<file path="src/rtl/alu_pkg.sv">
// Shared encodings for the multi-cycle ALU: op selectors, R-type function codes, FSM states.
package alu_pkg;

  localparam logic [1:0] ALU_OP_ADD   = 2'b00;
  localparam logic [1:0] ALU_OP_SUB   = 2'b01;
  localparam logic [1:0] ALU_OP_FUNCT = 2'b10;

  localparam logic [5:0] FUNCT_ADD = 6'b100000;
  localparam logic [5:0] FUNCT_SUB = 6'b100010;
  localparam logic [5:0] FUNCT_MUL = 6'b011000;
  localparam logic [5:0] FUNCT_DIV = 6'b011010;
  localparam logic [5:0] FUNCT_SLL = 6'b000000;
  localparam logic [5:0] FUNCT_SRL = 6'b000010;
  localparam logic [5:0] FUNCT_OR  = 6'b100101;
  localparam logic [5:0] FUNCT_AND = 6'b100100;
  localparam logic [5:0] FUNCT_NOR = 6'b100111;
  localparam logic [5:0] FUNCT_XOR = 6'b100110;

  typedef enum logic [1:0] {IDLE, CALC, DONE} state_e;

endpackage

</file>
<file path="src/rtl/alu_muldiv_iter.sv">
// Iterative engine: shift-add multiply and restoring divide, one step per cycle over WIDTH steps,
// sharing one WIDTH+1-bit adder. done/result are valid combinationally during the last step.
module alu_muldiv_iter #(
  parameter int WIDTH = 16
) (
  input  logic               clk,
  input  logic               rst_n,
  input  logic               start,
  input  logic               is_div,
  input  logic [WIDTH-1:0]   a,
  input  logic [WIDTH-1:0]   b,
  output logic               busy,
  output logic               done,
  output logic [2*WIDTH-1:0] result
);
  localparam int CW = $clog2(WIDTH);

  logic [WIDTH-1:0] hi_q, lo_q, b_q, hi_d, lo_d;
  logic             div_q, busy_q;
  logic [CW-1:0]    cnt_q;

  logic [WIDTH:0]   div_shift, add_x, add_y;
  logic [WIDTH+1:0] sum;
  logic             ge;

  // Divide: {hi,lo} = {remainder, dividend/quotient}; multiply: {hi,lo} = {partial, multiplier}.
  always_comb begin
    div_shift = {hi_q, lo_q[WIDTH-1]};
    add_x     = div_q ? div_shift : {1'b0, hi_q};
    add_y     = div_q ? ~{1'b0, b_q} : (lo_q[0] ? {1'b0, b_q} : '0);
    sum       = {1'b0, add_x} + {1'b0, add_y} + {{(WIDTH+1){1'b0}}, div_q};
    ge        = sum[WIDTH+1];
    if (div_q) begin
      hi_d = ge ? sum[WIDTH-1:0] : div_shift[WIDTH-1:0];
      lo_d = {lo_q[WIDTH-2:0], ge};
    end else begin
      hi_d = sum[WIDTH:1];
      lo_d = {sum[0], lo_q[WIDTH-1:1]};
    end
  end

  assign busy   = busy_q;
  assign done   = busy_q && (cnt_q == CW'(WIDTH-1));
  assign result = {hi_d, lo_d};

  always_ff @(posedge clk or negedge rst_n) begin
    if (!rst_n) begin
      hi_q   <= '0;
      lo_q   <= '0;
      b_q    <= '0;
      div_q  <= 1'b0;
      busy_q <= 1'b0;
      cnt_q  <= '0;
    end else if (start) begin
      hi_q   <= '0;
      lo_q   <= a;
      b_q    <= b;
      div_q  <= is_div;
      busy_q <= 1'b1;
      cnt_q  <= '0;
    end else if (busy_q) begin
      hi_q  <= hi_d;
      lo_q  <= lo_d;
      cnt_q <= cnt_q + 1'b1;
      if (done) busy_q <= 1'b0;
    end
  end

endmodule

</file>
<file path="src/rtl/alu_seq.sv">
// Multi-cycle ALU: valid/ready handshake FSM, single-cycle ops and flags; MUL/DIV go to the
// iterative engine.
module alu_seq
  import alu_pkg::*;
#(
  parameter int WIDTH = 16,
  parameter int SHW   = $clog2(WIDTH)
) (
  input  logic               clk,
  input  logic               rst_n,
  input  logic               in_valid,
  output logic               in_ready,
  input  logic [WIDTH-1:0]   a,
  input  logic [WIDTH-1:0]   b,
  input  logic [SHW-1:0]     shamt,
  input  logic [5:0]         funct,
  input  logic [1:0]         alu_op,
  output logic               out_valid,
  input  logic               out_ready,
  output logic [2*WIDTH-1:0] result,
  output logic               zero,
  output logic               div_by_zero
);
  state_e             state_q;
  logic [2*WIDTH-1:0] result_q;
  logic               zero_q, dbz_q;

  logic [5:0]         eff_fn;
  logic               is_mul, is_div, b_zero, accept, md_start;
  logic [WIDTH-1:0]   lo, hi;
  logic               md_busy, md_done;
  logic [2*WIDTH-1:0] md_res;

  always_comb begin
    case (alu_op)
      ALU_OP_ADD: eff_fn = FUNCT_ADD;
      ALU_OP_SUB: eff_fn = FUNCT_SUB;
      default:    eff_fn = funct;
    endcase
  end

  assign is_mul   = (eff_fn == FUNCT_MUL);
  assign is_div   = (eff_fn == FUNCT_DIV);
  assign b_zero   = (b == '0);
  assign accept   = in_valid && (state_q == IDLE);
  assign md_start = accept && (is_mul || (is_div && !b_zero));

  // Single-cycle results; divide-by-zero lands here too, MUL and real DIV never use it.
  always_comb begin
    lo = '0;
    hi = '0;
    case (eff_fn)
      FUNCT_ADD: lo = a + b;
      FUNCT_SUB: lo = a - b;
      FUNCT_SLL: lo = a << shamt;
      FUNCT_SRL: lo = a >> shamt;
      FUNCT_OR:  lo = a | b;
      FUNCT_AND: lo = a & b;
      FUNCT_NOR: lo = ~(a | b);
      FUNCT_XOR: lo = a ^ b;
      FUNCT_DIV: begin lo = '1; hi = a; end
      default:   ;
    endcase
  end

  alu_muldiv_iter #(.WIDTH(WIDTH)) u_muldiv (
    .clk    (clk),
    .rst_n  (rst_n),
    .start  (md_start),
    .is_div (is_div),
    .a      (a),
    .b      (b),
    .busy   (md_busy),
    .done   (md_done),
    .result (md_res)
  );

  always_ff @(posedge clk or negedge rst_n) begin
    if (!rst_n) begin
      state_q  <= IDLE;
      result_q <= '0;
      zero_q   <= 1'b0;
      dbz_q    <= 1'b0;
    end else begin
      case (state_q)
        IDLE: if (accept) begin
          dbz_q <= 1'b0;
          if (md_start) begin
            state_q <= CALC;
          end else begin
            result_q <= {hi, lo};
            zero_q   <= ({hi, lo} == '0);
            dbz_q    <= is_div;
            state_q  <= DONE;
          end
        end
        CALC: if (md_busy && md_done) begin
          result_q <= md_res;
          zero_q   <= (md_res == '0);
          state_q  <= DONE;
        end
        DONE: if (out_ready) state_q <= IDLE;
        default: state_q <= IDLE;
      endcase
    end
  end

  assign in_ready    = (state_q == IDLE);
  assign out_valid   = (state_q == DONE);
  assign result      = result_q;
  assign zero        = zero_q;
  assign div_by_zero = dbz_q;

endmodule

</file>
<file path="config.mk">
export PLATFORM = sky130hd
export DESIGN_NAME = alu_seq
export DESIGN_NICKNAME = d
export VERILOG_FILES = /design/src/rtl/alu_pkg.sv /design/src/rtl/alu_muldiv_iter.sv /design/src/rtl/alu_seq.sv
export SDC_FILE = /design/constraint.sdc
export NUM_CORES = 1
export LEC_CHECK = 0
export CAP_MARGIN = 20
export CORE_MARGIN = 2
export CORE_UTILIZATION = 60
export DETAILED_ROUTE_END_ITERATION = 8
export PLACE_DENSITY = 0.82
export SETUP_SLACK_MARGIN = 0.15
export SLEW_MARGIN = 0
export SYNTH_ARGS = -nofsm -noshare
export SYNTH_HDL_FRONTEND = slang
export SYNTH_HIERARCHICAL = 1
export SYNTH_SLANG_ARGS = --single-unit
</file>
<file path="constraint.sdc">
create_clock -name clk -period 5.5 [get_ports clk]
set_input_delay 1.1 -clock clk [delete_from_list [all_inputs] [get_ports clk]]
set_output_delay 1.1 -clock clk [all_outputs]
set_load 0.005 [all_outputs]
</file>
== Word level (Yosys, flattened, before mapping) ==
Index checks and enable logic that the tools add are counted.

* Bits in registers: 90
* Output and inout bits: 36
* Word-level logic and storage cells: 89

* Add/sub/neg operators: 5
* Equality and inequality tests: 17
* Shift operators: 2
* Mux-type cells: 32
* Bitwise gates (word level): 5
* Reductions and logical operators: 18

{| class="wikitable"
|+ Operator list
! operator !! count
|-
| 2-to-1 mux 16 bit || 9
|-
| case mux 16 bit (9 select lines) || 1
|-
| 2-to-1 mux 32 bit || 3
|-
| logical NOT 32 bit || 2
|-
| case mux 32 bit (2 select lines) || 1
|-
| == test 6 bit (second input constant) || 6
|-
| 2-to-1 mux 17 bit || 2
|-
| adder 17 x 17 -> 18 bit || 1
|-
| adder 18 x 1 -> 18 bit || 1
|-
| NOT 16 -> 17 bit || 1
|-
| adder 16 bit || 1
|-
| AND 16 bit || 1
|-
| logical NOT 16 bit || 1
|-
| NOT 16 bit || 1
|-
| bitwise OR 16 bit || 1
|-
| << shifter 16 x 4 -> 16 bit || 1
|-
| >> shifter 16 x 4 -> 16 bit || 1
|-
| subtractor 16 bit || 1
|-
| XOR 16 bit || 1
|-
| == test 6 x 5 -> 1 bit (second input constant) || 2
|-
| case mux 6 bit (2 select lines) || 1
|-
| 2-to-1 mux 2 bit || 4
|-
| 2-to-1 mux 4 bit || 2
|-
| 2-to-1 mux 1 bit || 7
|-
| 18 further kinds || 27
|}

== Logic depth before layout (Yosys ltp) ==
* Word-level depth: 9
* Mapped depth: 20
* Gate-level depth less buffers: 17

== Hierarchy ==
Netlist, hierarchy kept.

{| class="wikitable"
|+ Modules (own cells, without submodules)
! module !! times used !! cells an instance !! area an instance (µm²) !! seq. area each (µm²)
|-
| alu_seq || 1 || 719 || 5781.8 || 900.9
|-
| alu_muldiv_iter || 1 || 437 || 4000.1 || 1351.3
|}

== Worst setup path before layout ==
Ideal clock, no wire load.

* Path type: input to register
* Start: input port funct[0]
* End: register result_q[13] (netlist: result[13])
* Arrival time: 4516 ps
* Path slack: 860 ps
* Stages: 15
* Buffers on the path: 3
* Cells stage by stage: buf_2 > buf_4 > o41ai_2 > clkbuf_1 > a21oi_1 > xnor2_1 > ha_1 > or2_2 > a21o_1 > o211ai_1 > a31oi_1 > mux2i_1 > a2111oi_1 > a21oi_1 > mux2_2

* Cells in the longest elaborated chain, start to end: 7
* Elaborated cells between the ends (all ways): 20
* Classes of those cells: eq/ne: 10; mux: 5; reduce/logical: 5

{| class="wikitable"
|+ Ends and longest elaborated chain
! item !! RTL line !! RTL
|-
| start: declaration || alu_seq.sv:16 || <nowiki>input logic [5:0] funct,</nowiki>
|-
| case mux 6 bit (2 select lines) * || alu_seq.sv:35 || <nowiki>case (alu_op)</nowiki>
|-
| branches (longest 6 deep; another with 2-to-1 mux 32 bit) || - ||
|-
| end signal: assignment || alu_seq.sv:91 || <nowiki>result_q <= {hi, lo};</nowiki>
|-
| end signal: assignment || alu_seq.sv:98 || <nowiki>result_q <= md_res;</nowiki>
|-
| end: declaration || alu_seq.sv:25 || <nowiki>logic [2*WIDTH-1:0] result_q;</nowiki>
|}

Mark *: on every way between the ends. The select of a mux whose other input is x is not followed.
A chain may end at the register's enable or synchronous reset.

== Worst setup path in the final report ==
* Start: input port funct[4]
* End: register result_q[12] (netlist: result[12])

The elaborated chain is that of the path after synthesis.

==> results.sh <==
export IMPL_synth_edff_count=0
export IMPL_dpl_instance_area_mm2=0.0108
export IMPL_vias=9932
export IMPL_dieArea_mm2=0.0173
export IMPL_max_cap_violations=0
export IMPL_antenna_cells=0
export IMPL_hold_buffer_count_at_cts=0
export IMPL_worstPathBufferInverterCount=2
export IMPL_setup_violations_final=0
export IMPL_max_clock_path_buffers=2
export IMPL_fillerInstances=1319
export IMPL_synth_async_sr_flop_share_pct=100
export IMPL_number_of_antenna_violations_at_the_first_check_in_global_routing=0
export IMPL_min_delay_path_class="register to register"
export IMPL_die_y_um=132
export IMPL_synth_seq_cells=90
export IMPL_io_buffer_count=83
export IMPL_initial_utilization_pct=61.6
export IMPL_cts_repair_resized=0
export IMPL_final_max_slew_violation_count=0
export IMPL_result_of_the_run="finished clean"
export IMPL_routed_wirelength_mm=33.2
export IMPL_maxClockFrequency_ghz=0.204
export IMPL_finalNetCount=1328
export IMPL_gp_routability_congestion=1.06
export IMPL_num_rows=46
export IMPL_number_of_instances_in_the_synthesized_netlist=1156
export IMPL_powerDensity_mw_per_mm2=425
export IMPL_worstMarginPinSlew_ns=0.914
export IMPL_postSynthNetCount=1271
export IMPL_detail_route_iter0_violations=1399
export IMPL_yosys_most_used_dff="sky130_fd_sc_hd__dfrtp_1"
export IMPL_tritoncts_clock_tree="done"
export IMPL_timing_final_hold_violations=0
export IMPL_slew_headroom_pct=39.0
export IMPL_place_hpwl_mm=24.5
export IMPL_worst_setup_path_end_kind="register"
export IMPL_drt_vias_per_instance=6.93
export IMPL_finalClockSkew_ns=0.0117
export IMPL_cts_sinks=90
export IMPL_rsz0062_at_grt="no"
export IMPL_area_delta_synth_final_pct=13.6
export IMPL_grt_start_max_net_pins=70
export IMPL_via_count_of_the_first_global_routing_pass=9280
export IMPL_crit_fanout=15
export IMPL_antenna_violating_nets_post_route=0
export IMPL_first_pass_iters=6
export IMPL_cell_area_after_technology_mapping_mm2=0.00978
export IMPL_synth_area_per_cell_um2=8.46
export IMPL_seq_area_frac_synth_pct=23.0
export IMPL_max_vdd_ir_drop_mv=0.311
export IMPL_synth_distinct_cells=97
export IMPL_post_cts_buffers=0
export IMPL_worst_stage_delay_on_the_critical_path_ns=0.54
export IMPL_timing_final_crit_share_pct=89.0
export IMPL_post_drt_wl_per_cell_um=23.1
export IMPL_critical_path_slowest_cell="sky130_fd_sc_hd__clkdlybuf4s50_1"
export IMPL_clk_pin_slew_worst_paths_ns=0.07
export IMPL_numCtsBuffers=9
export IMPL_boundaryPins=84
export IMPL_cp_arrival_ns=5.13
export IMPL_groute_usage_overall_pct=38.4
export IMPL_worstPathRequired_ns=5.74
export IMPL_startpoint_type="input port"
export IMPL_cellLeakagePower_nw=4.59
export IMPL_holdWs_ns=0.530
export IMPL_ys_warn_count=6
export IMPL_worstSetupPathType="input port to register"
export IMPL_worst_path_stages=15
export IMPL_holdPathStages=1
export IMPL_critical_path_top_delay_family="compound AO/OA/AOI/OAI gates"
export IMPL_finalInstanceArea_mm2=0.0111
export IMPL_grt_overflow=0
export IMPL_min_period_ns=4.90
export IMPL_postLayoutCoreUtil_pct=70.0
export IMPL_clock_root_buffer="sky130_fd_sc_hd__clkbuf_16"
export IMPL_core_area_mm2=0.0159
export IMPL_worstRegToRegCells=15
export IMPL_detail_route_drc_violations=0
export IMPL_cp_cell_sequence="clkdlybuf4s50_1 -> nand4bb_1 -> o41ai_2 -> buf_4 -> a31oi_1 -> xnor2_1 -> ha_1 -> and2_1 -> a221oi_1 -> nand4_1 -> a41oi_1 -> mux2i_1 -> a211oi_1 -> o21ai_0 -> o21a_1"
export IMPL_worstSkewPairLatency_ns=0.35
export IMPL_die_w_um=132
export IMPL_cts_htree_levels=3
export IMPL_drive_gt1_share_pct=13.8
export IMPL_global_route_wire_length_before_repair_mm=52.3
export IMPL_finalSetupTns_ns=0
metal layers:
metal  track usage [%]  vias to the layer above  routed length [um]
met4              20.4                        0                2180
met2              57.2                      709               14000
met5                 0                        -                   0
met1              53.4                     4662               13400
met3              6.56                      154                3630
li1                  -                     4407                   -
power by group:
part	leakage [nW]	switching, mW	internal [mW]	total (mW)
clock	0.158	0.284	0.404	0.688
sequential	1.06	0.194	0.873	1.07
combinational	3.37	1.77	1.20	2.97
synthesized netlist by cell type (10+ instances only):
library cell,count,area [um^2]
sky130_fd_sc_hd__dfrtp_1,90,2250
sky130_fd_sc_hd__mux2_2,61,687
sky130_fd_sc_hd__nor3_1,16,80.1
sky130_fd_sc_hd__nand2_1,94,353
sky130_fd_sc_hd__o21ai_0,63,315
sky130_fd_sc_hd__xnor2_1,26,228
sky130_fd_sc_hd__nand3_1,39,195
sky130_fd_sc_hd__nand2b_1,27,169
sky130_fd_sc_hd__a31oi_1,24,150
sky130_fd_sc_hd__nor2b_1,12,75.1
sky130_fd_sc_hd__a211oi_1,17,128
sky130_fd_sc_hd__mux4_2,15,338
sky130_fd_sc_hd__ha_1,64,801
sky130_fd_sc_hd__clkbuf_1,34,128
sky130_fd_sc_hd__nor4_1,17,106
sky130_fd_sc_hd__a21o_1,20,150
sky130_fd_sc_hd__inv_1,53,199
sky130_fd_sc_hd__a311oi_1,10,87.6
sky130_fd_sc_hd__mux2i_1,49,490
sky130_fd_sc_hd__buf_2,23,115
sky130_fd_sc_hd__xor2_1,13,114
sky130_fd_sc_hd__a21oi_1,55,275
sky130_fd_sc_hd__nand4_1,14,87.6
sky130_fd_sc_hd__nor2_1,133,499
flip-flops by register name (all words and copies together), names as in the netlist:
name / count
div_by_zero: 1
result: 32
state_q: 2
u_muldiv/b_q: 16
u_muldiv/busy: 1
u_muldiv/cnt_q: 4
u_muldiv/div_q: 1
u_muldiv/hi_q: 16
u_muldiv/lo_q: 16
zero: 1
cell families after synthesis:
| logic type | synth area share (%) |
|---|---|
| xor+xnor | 3.49 |
| mux | 17.4 |
| compound gates | 21.1 |
| flops | 23.0 |
| fa+ha+maj | 8.80 |
| simple gates | 20.3 |
| buf+inv | 5.86 |
placed cells by master (no fill, tap or decap), types with 26 or more instances in the layout:
cell type / count
sky130_fd_sc_hd__nor2_1: 132
sky130_fd_sc_hd__xnor2_1: 26
sky130_fd_sc_hd__dfrtp_1: 89
sky130_fd_sc_hd__mux2i_1: 49
sky130_fd_sc_hd__o21ai_0: 63
sky130_fd_sc_hd__nand2b_1: 27
sky130_fd_sc_hd__a21oi_1: 55
sky130_fd_sc_hd__nand3_1: 39
sky130_fd_sc_hd__clkdlybuf4s50_1: 81
sky130_fd_sc_hd__nand2_1: 94
sky130_fd_sc_hd__inv_1: 53
sky130_fd_sc_hd__ha_1: 64
sky130_fd_sc_hd__mux2_2: 61
sky130_fd_sc_hd__buf_4: 37
per-stage QoR:
step,instances,total power [mW],worst slack [ns]
after floorplan,1156,3.07,0.860
after global placement,1418,3.86,0.366
after detailed placement,1418,3.92,0.300
after CTS,1434,4.63,0.632
after global routing,1434,5.01,0.280
final,1434,4.73,0.603
final timing paths:
path,to,slack [ns],from
worst max-delay path,result[12],0.60,funct[4]
worst min-delay path,u_muldiv/b_q[7],0.53,u_muldiv/b_q[7]
worst max register to register,zero,0.68,u_muldiv/div_q
worst min register to register,u_muldiv/b_q[7],0.53,u_muldiv/b_q[7]
max in group asynchronous,u_muldiv/div_q,3.71,rst_n
min in group asynchronous,u_muldiv/b_q[14],0.84,rst_n
area by class of cell:
cell class | instances | area [um^2] | area share [%]
Multi-Input combinational cell | 939 | 6970 | 62.7
Sequential cell | 90 | 2250 | 20.3
Timing Repair Buffer | 119 | 1090 | 9.84
Tap cell | 216 | 270 | 2.43
Clock buffer | 10 | 229 | 2.06
Inverter | 54 | 203 | 1.82
Clock inverter | 6 | 95.1 | 0.855
Power figures use the tool's default switching activity.
